## config.mk

```make
export PLATFORM = sky130hd
export DESIGN_NAME = div_seq
export DESIGN_NICKNAME = d
export VERILOG_FILES = /design/src/rtl/div_seq.sv
export SDC_FILE = /design/constraint.sdc
export NUM_CORES = 1
export LEC_CHECK = 0
export CAP_MARGIN = 10
export CORE_MARGIN = 2
export CORE_UTILIZATION = 55
export CTS_CLUSTER_DIAMETER = 100
export CTS_CLUSTER_SIZE = 25
export DETAILED_ROUTE_END_ITERATION = 6
export MAX_ROUTING_LAYER = met4
export PLACE_DENSITY = 0.79
export RECOVER_POWER = 25
export SLEW_MARGIN = 25
export SYNTH_ARGS = -nofsm -noshare
export SYNTH_HDL_FRONTEND = slang
export SYNTH_SLANG_ARGS = --single-unit
```

## constraint.sdc

```tcl
create_clock -name clk -period 2.8 [get_ports clk]
set_input_delay 0.56 -clock clk [delete_from_list [all_inputs] [get_ports clk]]
set_output_delay 0.56 -clock clk [all_outputs]
set_load 0.02 [all_outputs]
```

## src/rtl/div_seq.sv

```systemverilog
// Restoring divider, 2N-bit dividend by N-bit divisor, one quotient bit per clock; N cycles accept->done, 1 cycle for errors.
// No backpressure: start is accepted only while idle and ignored while busy; results hold until the next accept.
module div_seq #(
  parameter int N = 4
) (
  input  logic           clk,
  input  logic           rst,
  input  logic           start,
  input  logic [2*N-1:0] P,
  input  logic [N-1:0]   B,
  output logic           busy,
  output logic           done,
  output logic [N-1:0]   Q,
  output logic [N-1:0]   R,
  output logic           ovf,
  output logic           dbz
);

  localparam int CW = $clog2(N + 1);

  typedef enum logic [1:0] {S_IDLE, S_CALC, S_ERR} state_t;

  state_t          state_q, state_d;
  logic [CW-1:0]   cnt_q, cnt_d;
  // Partial remainder always stays below the divisor, so its top bit is implicit zero.
  logic [N-1:0]    rem_q, rem_d;
  logic [N-1:0]    work_q, work_d;
  logic [N-1:0]    b_q, b_d;
  logic [N-1:0]    q_q, q_d;
  logic [N-1:0]    r_q, r_d;
  logic            ovf_q, ovf_d;
  logic            dbz_q, dbz_d;
  logic            done_q, done_d;

  logic [N:0]      t;
  logic            ge;
  logic [N-1:0]    diff;

  always_ff @(posedge clk) begin
    if (!rst) begin
      state_q <= S_IDLE;
    end else begin
      state_q <= state_d;
    end
  end

  always_comb begin
    state_d = state_q;
    case (state_q)
      S_IDLE: begin
        if (start) begin
          if (B == '0 || P[2*N-1:N] >= B) state_d = S_ERR;
          else                            state_d = S_CALC;
        end
      end
      S_CALC:  if (cnt_q == CW'(1)) state_d = S_IDLE;
      S_ERR:   state_d = S_IDLE;
      default: state_d = S_IDLE;
    endcase
  end

  always_comb begin
    busy = (state_q != S_IDLE);
  end

  // Shift the next dividend bit in; a modular N-bit subtract is exact whenever t >= B.
  always_comb begin
    t    = {rem_q, work_q[N-1]};
    ge   = (t >= {1'b0, b_q});
    diff = t[N-1:0] - b_q;
  end

  always_comb begin
    cnt_d  = cnt_q;
    rem_d  = rem_q;
    work_d = work_q;
    b_d    = b_q;
    q_d    = q_q;
    r_d    = r_q;
    ovf_d  = ovf_q;
    dbz_d  = dbz_q;
    done_d = 1'b0;
    case (state_q)
      S_IDLE: begin
        if (start) begin
          b_d    = B;
          work_d = P[N-1:0];
          rem_d  = P[2*N-1:N];
          cnt_d  = CW'(N);
          ovf_d  = 1'b0;
          dbz_d  = 1'b0;
        end
      end
      S_CALC: begin
        rem_d  = ge ? diff : t[N-1:0];
        work_d = {work_q[N-2:0], ge};
        cnt_d  = cnt_q - CW'(1);
        if (cnt_q == CW'(1)) begin
          q_d    = {work_q[N-2:0], ge};
          r_d    = ge ? diff : t[N-1:0];
          done_d = 1'b1;
        end
      end
      S_ERR: begin
        done_d = 1'b1;
        q_d    = '1;
        if (b_q == '0) begin
          dbz_d = 1'b1;
          ovf_d = 1'b0;
          r_d   = work_q;
        end else begin
          dbz_d = 1'b0;
          ovf_d = 1'b1;
          r_d   = '0;
        end
      end
      default: ;
    endcase
  end

  always_ff @(posedge clk) begin
    if (!rst) begin
      cnt_q  <= '0;
      rem_q  <= '0;
      work_q <= '0;
      b_q    <= '0;
      q_q    <= '0;
      r_q    <= '0;
      ovf_q  <= 1'b0;
      dbz_q  <= 1'b0;
      done_q <= 1'b0;
    end else begin
      cnt_q  <= cnt_d;
      rem_q  <= rem_d;
      work_q <= work_d;
      b_q    <= b_d;
      q_q    <= q_d;
      r_q    <= r_d;
      ovf_q  <= ovf_d;
      dbz_q  <= dbz_d;
      done_q <= done_d;
    end
  end

  assign done = done_q;
  assign Q    = q_q;
  assign R    = r_q;
  assign ovf  = ovf_q;
  assign dbz  = dbz_q;

endmodule

```

==> metrics, run 1 <==
Max Freq=0.4188 GHz; maximum vdd ir drop=around 440 uV; CTS Hold Bufs=0; GRT Total Usage=about 25%; worst min path class=reg2reg; critical path class=reg2out; DPL Wire Length=2.884 mm; dominant cell type by area after synthesis=dfxtp_1; # setup viols final=0; n_diodes=0; worst endpoint data arrival time=~1.8 ns; ys async rst share=0%; die area=between 0.003 and 0.004 sq mm; IO Port Bufs=26; top_reg_cell synth=dfxtp_1; Routed WL=between 3 and 4 mm; Cells after Synth=about 190; Util after Layout=68.10%; P_int=0.6925 mW; area grow syn2layout=18.76%; crit-path cells=inv_1, ha_1, inv_1, clkdlybuf4s50_1; share of layout cells above drive strength 1=roughly 5.2%; antenna viol nets, final=0; die width=57.39 microns; CP most frequent cell=inv_1; largest net degree at the start of global routing=25; fill count=between 200 and 250; r2r startpoint=state_q[0]$_SDFFE_PN0P_; max-cap viol count=0; Layout Skew=around 0.0056 ns; endpoints failing hold=0; CTS root buf=clkbuf_4; Post-synth EDFFs=0; Area contributors post-synth=dfxtp_1 36%, ha_1 10%, inv_1 4.5%; Layout Nets=about 240; drt via density=around 5.8; Top Ports=27; GRT overflow=0; RSZ-0062 raised after global routing=false; Worst setup SP type=register; sw frac=~37%; Setup Buffers After CTS=0; worst path buffer plus inverter count=3; Iter 0 DRT Violations=30; Worst Setup End Kind=output pin; largest stage delay on the critical path=roughly 0.60 ns; critical path's top delay family=buffers and inverters; clock sinks=28; syn_area_per_cell=between 8 and 9 sq um; GPL Wtd Cong=0.8750; most frequent cell after synthesis=dfxtp_1; post-synthesis cell type count=39; Seq pwr share=roughly 44%; P_sw=roughly 0.40 mW; clock share of power=between 10% and 20%; drt first pass iters=4; initial antenna violation count=0; met2 wire len=1.812 mm; sequential area share after synthesis=a little over a third; crit path time final=2.388 ns; relative slew slack=a little under three fifths; synthesized area=0.001568 sq mm; area share of the largest cell type after synthesis=a little over a third; num rows=19; synthesized flop and latch total=28; Wirelength per Cell=~15 microns; Req. time, crit path=~2.2 ns; power per cell area=588.0 mW/mm^2; Syn Nets=217; htree depth=1; first-pass GRT wire length=between 6 and 7 mm; DRC errors left=0; Num CTS Buffers=3; leak pwr=roughly 0.74 nW; wl on met1=1.634 mm; Hold Crit Start=b_q[3]$_SDFFE_PN0P_; CTS tree=yes; vias in the first global route=~1.4k; CP Max Fanout=10; top sig layer=met4; Synth top cells by count=28 x dfxtp_1, 19 x inv_1, 17 x nand2_1, 15 x nor2_1, 13 x ha_1; final slew viol count=0; post-route setup TNS=0 ns; worst skew pair latency=0.33 ns; Worst-path clk slew=around 0.15 ns; worst-margin pin slew=0.6383 ns; Critical-path top delay cell=clkdlybuf4s50_1; Max clock buf depth=2; Post-CTS Resized=0; wire length on met3=~170 microns; CP startpoint=state_q[0]$_SDFFE_PN0P_; core area=0.002734 sq mm; starting density of the core=57.35%; run status=finished clean; die height=57.39 microns; routed via count=1405; Logic pwr share=between 40% and 50%; Warnings, synthesis=0; Final period util=roughly 85%
[placed cells by master (no fill, tap or decap), types with 3 or more instances in the layout]
master           instances
a211oi_1                 7
nor3_1                  10
nand2b_1                 4
o22ai_1                  4
a21oi_1                  8
mux2i_1                  5
clkdlybuf4s50_1         23
dlygate4sd3_1            3
inv_1                   19
nand2_1                 17
ha_1                    13
a2bb2oi_1                3
dfxtp_1                 28
clkbuf_4                 3
nand3_1                  7
nor2_1                  15
o21ai_0                 10
[layer usage]
metal | GRT usage, % | vias up
li1 | - | 709
met1 | 29.10 | 641
met2 | 42.69 | 50
met3 | 3.628 | 5
met4 | 8.970 | 0
met5 | - | -
[power groups by stage]
stage                     Sequential (mW)  Clock, mW  Combinational [mW]
after floorplan                     0.508          0               0.290
after global placement              0.491          0               0.424
after detailed placement            0.493          0               0.441
after CTS                           0.484      0.167               0.443
after global routing                0.492      0.190               0.486
final                               0.484      0.168               0.443
[area by class of cell]
type	instances	area, sq um	area share, %
timing repair buffer	27	267.8	14.38
multi-input combinational	133	900.9	48.39
sequential	28	560.5	30.11
clock buffer	3	22.52	1.210
inverter	19	71.32	3.831
tap	31	38.79	2.083
[kinds of logic (layout without fill, tap and decap cells)]
| kind of cell | count (synthesis) | after routing | synth area share, % |
|---|---|---|---|
| multiplexers | 6 | 6 | 4.150 |
| adder cells (fa/ha/maj) | 14 | 14 | 11.65 |
| AND/OR/NAND/NOR | 61 | 61 | 18.36 |
| XOR/XNOR | 2 | 2 | 1.118 |
| AO/OA/AOI/OAI | 50 | 50 | 22.19 |
| flip-flops | 28 | 28 | 35.75 |
| buffers and inverters | 27 | 49 | 6.784 |
[state kept, by name, summed over array words and instances (netlist names), 2 cells and up]
register  cells
cnt_q         3
work_q        4
b_q           4
R             4
Q             4
rem_q         4
state_q       2
[tightest hold or removal path: stages (launching register included)]
cell	delay, ns
dfxtp_1	0.35
nand2_1	0.06
a21oi_1	0.05
[worst paths after layout]
path / endpoint / slack (ns) / cells past startpoint
worst min-delay path: b_q[3]$_SDFFE_PN0P_ / 0.49 / 2
worst max-delay path: busy / 0.41 / 4
worst min register to register: b_q[3]$_SDFFE_PN0P_ / 0.49 / 2
worst max register to register: rem_q[3]$_SDFFE_PN0P_ / 0.78 / 6
[metrics by stage]
| stage | worst slack, ns | std cells | total power [mW] | cell area [sq um] | hold slack [ns] |
|---|---|---|---|---|---|
| floorplan | 1.081 | 188 | 0.7981 | 1568 | 0.4492 |
| global placement | 0.5389 | 238 | 0.9147 | 1839 | 0.4603 |
| detailed placement | 0.4864 | 238 | 0.9342 | 1839 | 0.4702 |
| CTS | 0.4360 | 241 | 1.093 | 1862 | 0.4920 |
| global route | 0.3013 | 241 | 1.168 | 1862 | 0.5207 |
| finish | 0.4122 | 241 | 1.095 | 1862 | 0.4899 |
(Power assumes the default switching activity.)
==> run 2, diff against run 1 <==
--- a/config.mk
+++ b/config.mk
@@ -6,8 +6,10 @@
 export NUM_CORES = 1
 export LEC_CHECK = 0
 export CAP_MARGIN = 10
+export CELL_PAD_IN_SITES_DETAIL_PLACEMENT = 1
+export CELL_PAD_IN_SITES_GLOBAL_PLACEMENT = 2
 export CORE_MARGIN = 2
-export CORE_UTILIZATION = 55
+export CORE_UTILIZATION = 33
 export CTS_CLUSTER_DIAMETER = 100
 export CTS_CLUSTER_SIZE = 25
 export DETAILED_ROUTE_END_ITERATION = 6
==> run 2 against run 1 <==
Compared with the run above:
- sequential cell count did not move
- clock power grew 54%
- die area increased by 61%
- combinational power up 0.9%
- first-iteration DRC count is 63% higher
- cell area rose by 3.3%
==> metrics, run 2 (synthesized netlist as in run 1, its figures left out) <==
run status=finished clean; Max Freq=0.4341 GHz (+3.7%); most frequent cells in the layout=28 x dfxtp_1, 21 x clkdlybuf4s50_1, 19 x inv_1; maximum vdd ir drop=225.7 uV (-48%); cell count of the worst reg-to-reg path=6 (unchanged); Non-Filler Instances=265 (+10%); r2r endpoint=rem_q[3]$_SDFFE_PN0P_; GPL Wtd Cong=0.7816 (-11%); Layout Skew=0.002509 ns (-0.003084 ns); most common cell after layout, fill and taps aside=dfxtp_1; max-cap viol count=0 (unchanged); worst min path class=reg2reg; CTS tree=yes; DPL Wire Length=3.332 mm (+16%); r2r startpoint=state_q[0]$_SDFFE_PN0P_; Worst setup SP type=register; core area=0.004661 sq mm (+70%); post-route setup TNS=0 ns (unchanged); fill count=549 (+130%); Top Ports=27 (unchanged); critical path class=reg2out; relative slew slack=55.09% (-2.4 points); clock sinks=28 (unchanged); CTS root buf=clkbuf_8; Worst Setup End Kind=output pin; first-pass GRT wire length=6.900 mm (+13%); largest net degree at the start of global routing=25 (unchanged); die height=72.93 microns (+27%); worst endpoint data arrival time=1.74 ns (-0.09 ns); # setup viols final=0 (unchanged); worst skew pair latency=0.28 ns (-0.05 ns); GRT Total Usage=17.24% (-7.5 points); Storage cell area=560.5 sq um (unchanged); Wirelength per Cell=15.86 microns (+4.5%); share of layout cells above drive strength 1=5.687% (+0.45 points); num rows=25 (+6); IO Port Bufs=26 (unchanged); RSZ-0062 raised after global routing=false; leak pwr=0.7582 nW (+2.5%); power per cell area=619.0 mW/mm^2 (+5.3%); area grow syn2layout=22.67%; CP startpoint=state_q[0]$_SDFFE_PN0P_; antenna viol nets, final=0 (unchanged); vias in the first global route=1466 (+5.8%); Final period util=82.27% (-3.0 points); Post-CTS Resized=0 (unchanged); CP Max Fanout=10 (unchanged); Routed WL=4.204 mm (+15%); htree depth=1 (unchanged); Cells after DPL=261 (+9.7%); final slew viol count=0 (unchanged); drt via density=5.415 (-7.1%); n_diodes=0 (unchanged); R2R setup slack=0.80 ns (+0.02 ns); area of the multi-input gates=900.9 sq um (unchanged); Iter 0 DRT Violations=49 (+63%); Layout Nets=241 (unchanged); Max clock buf depth=2 (unchanged); Worst-path clk slew=0.10 ns (-0.05 ns); drt first pass iters=2 (-2); Critical Path End=busy; starting density of the core=33.64% (-24 points); endpoints failing hold=0 (unchanged); worst-margin pin slew=0.6736 ns (+0.03536 ns); crit path time final=2.304 ns (-0.08426 ns); Req. time, crit path=2.24 ns (about the same); CTS Hold Bufs=0 (unchanged); die width=72.93 microns (+27%); routed via count=1435 (+2.1%); initial antenna violation count=0 (unchanged); DRC errors left=0 (unchanged); GRT overflow=0 (unchanged); die area=0.005318 sq mm (+61%); Num CTS Buffers=3 (unchanged); Setup Buffers After CTS=0 (unchanged)
run 2: how the worst min path moves through the flow:
stage                                        from                 endpoint  slack, ns  cells after the start
final                         b_q[3]$_SDFFE_PN0P_      b_q[3]$_SDFFE_PN0P_       0.48                      2
after global routing          b_q[3]$_SDFFE_PN0P_      b_q[3]$_SDFFE_PN0P_       0.51                      2
after CTS                     b_q[1]$_SDFFE_PN0P_      b_q[1]$_SDFFE_PN0P_       0.49                      2
after detailed placement      b_q[1]$_SDFFE_PN0P_      b_q[1]$_SDFFE_PN0P_       0.47                      2
after global placement    state_q[0]$_SDFFE_PN0P_  state_q[0]$_SDFFE_PN0P_       0.46                      2
after floorplan             cnt_q[0]$_SDFFE_PN0P_    cnt_q[0]$_SDFFE_PN0P_       0.45                      2
run 2: stage by stage:
step	utilization [%]	total power, mW	hold WS, ns	setup WS, ns	instance area, sq um
detailed placement	40.08	0.9495	0.4715	0.4116	1868
CTS	41.26	1.205	0.4855	0.4698	1923
global route	41.26	1.272	0.5145	0.3544	1923
global placement	40.08	0.9319	0.4649	0.4914	1868
floorplan	-	0.7981	0.4492	1.081	1568
finish	41.26	1.190	0.4823	0.4964	1923
run 2: final cells by class:
| class | instances | area share, % |
|---|---|---|
| Timing Repair Buffer | 27 | 13.92 |
| Tap cell | 54 | 3.513 |
| Sequential cell | 28 | 29.15 |
| Multi-Input combinational cell | 133 | 46.84 |
| Inverter | 19 | 3.709 |
| Clock buffer | 4 | 2.863 |
run 2: routing by layer:
layer	track usage (%)	part of all wire (%)
met1	21.00	47
met2	30.81	49
met3	1.243	2.9
met4	4.321	1.2
met5	-	0
run 2: worst max-delay path, cell delays in order, from the launching register on:
cell and delay (ns):
dfxtp_1 0.37, inv_1 0.07, ha_1 0.33, inv_1 0.09, clkdlybuf4s50_1 0.60
run 2: power by group:
part           total, mW  switching [mW]  internal, mW
combinational      0.447           0.255         0.193
sequential         0.484          0.0357         0.448
clock              0.259           0.133         0.126
total               1.19           0.423         0.767
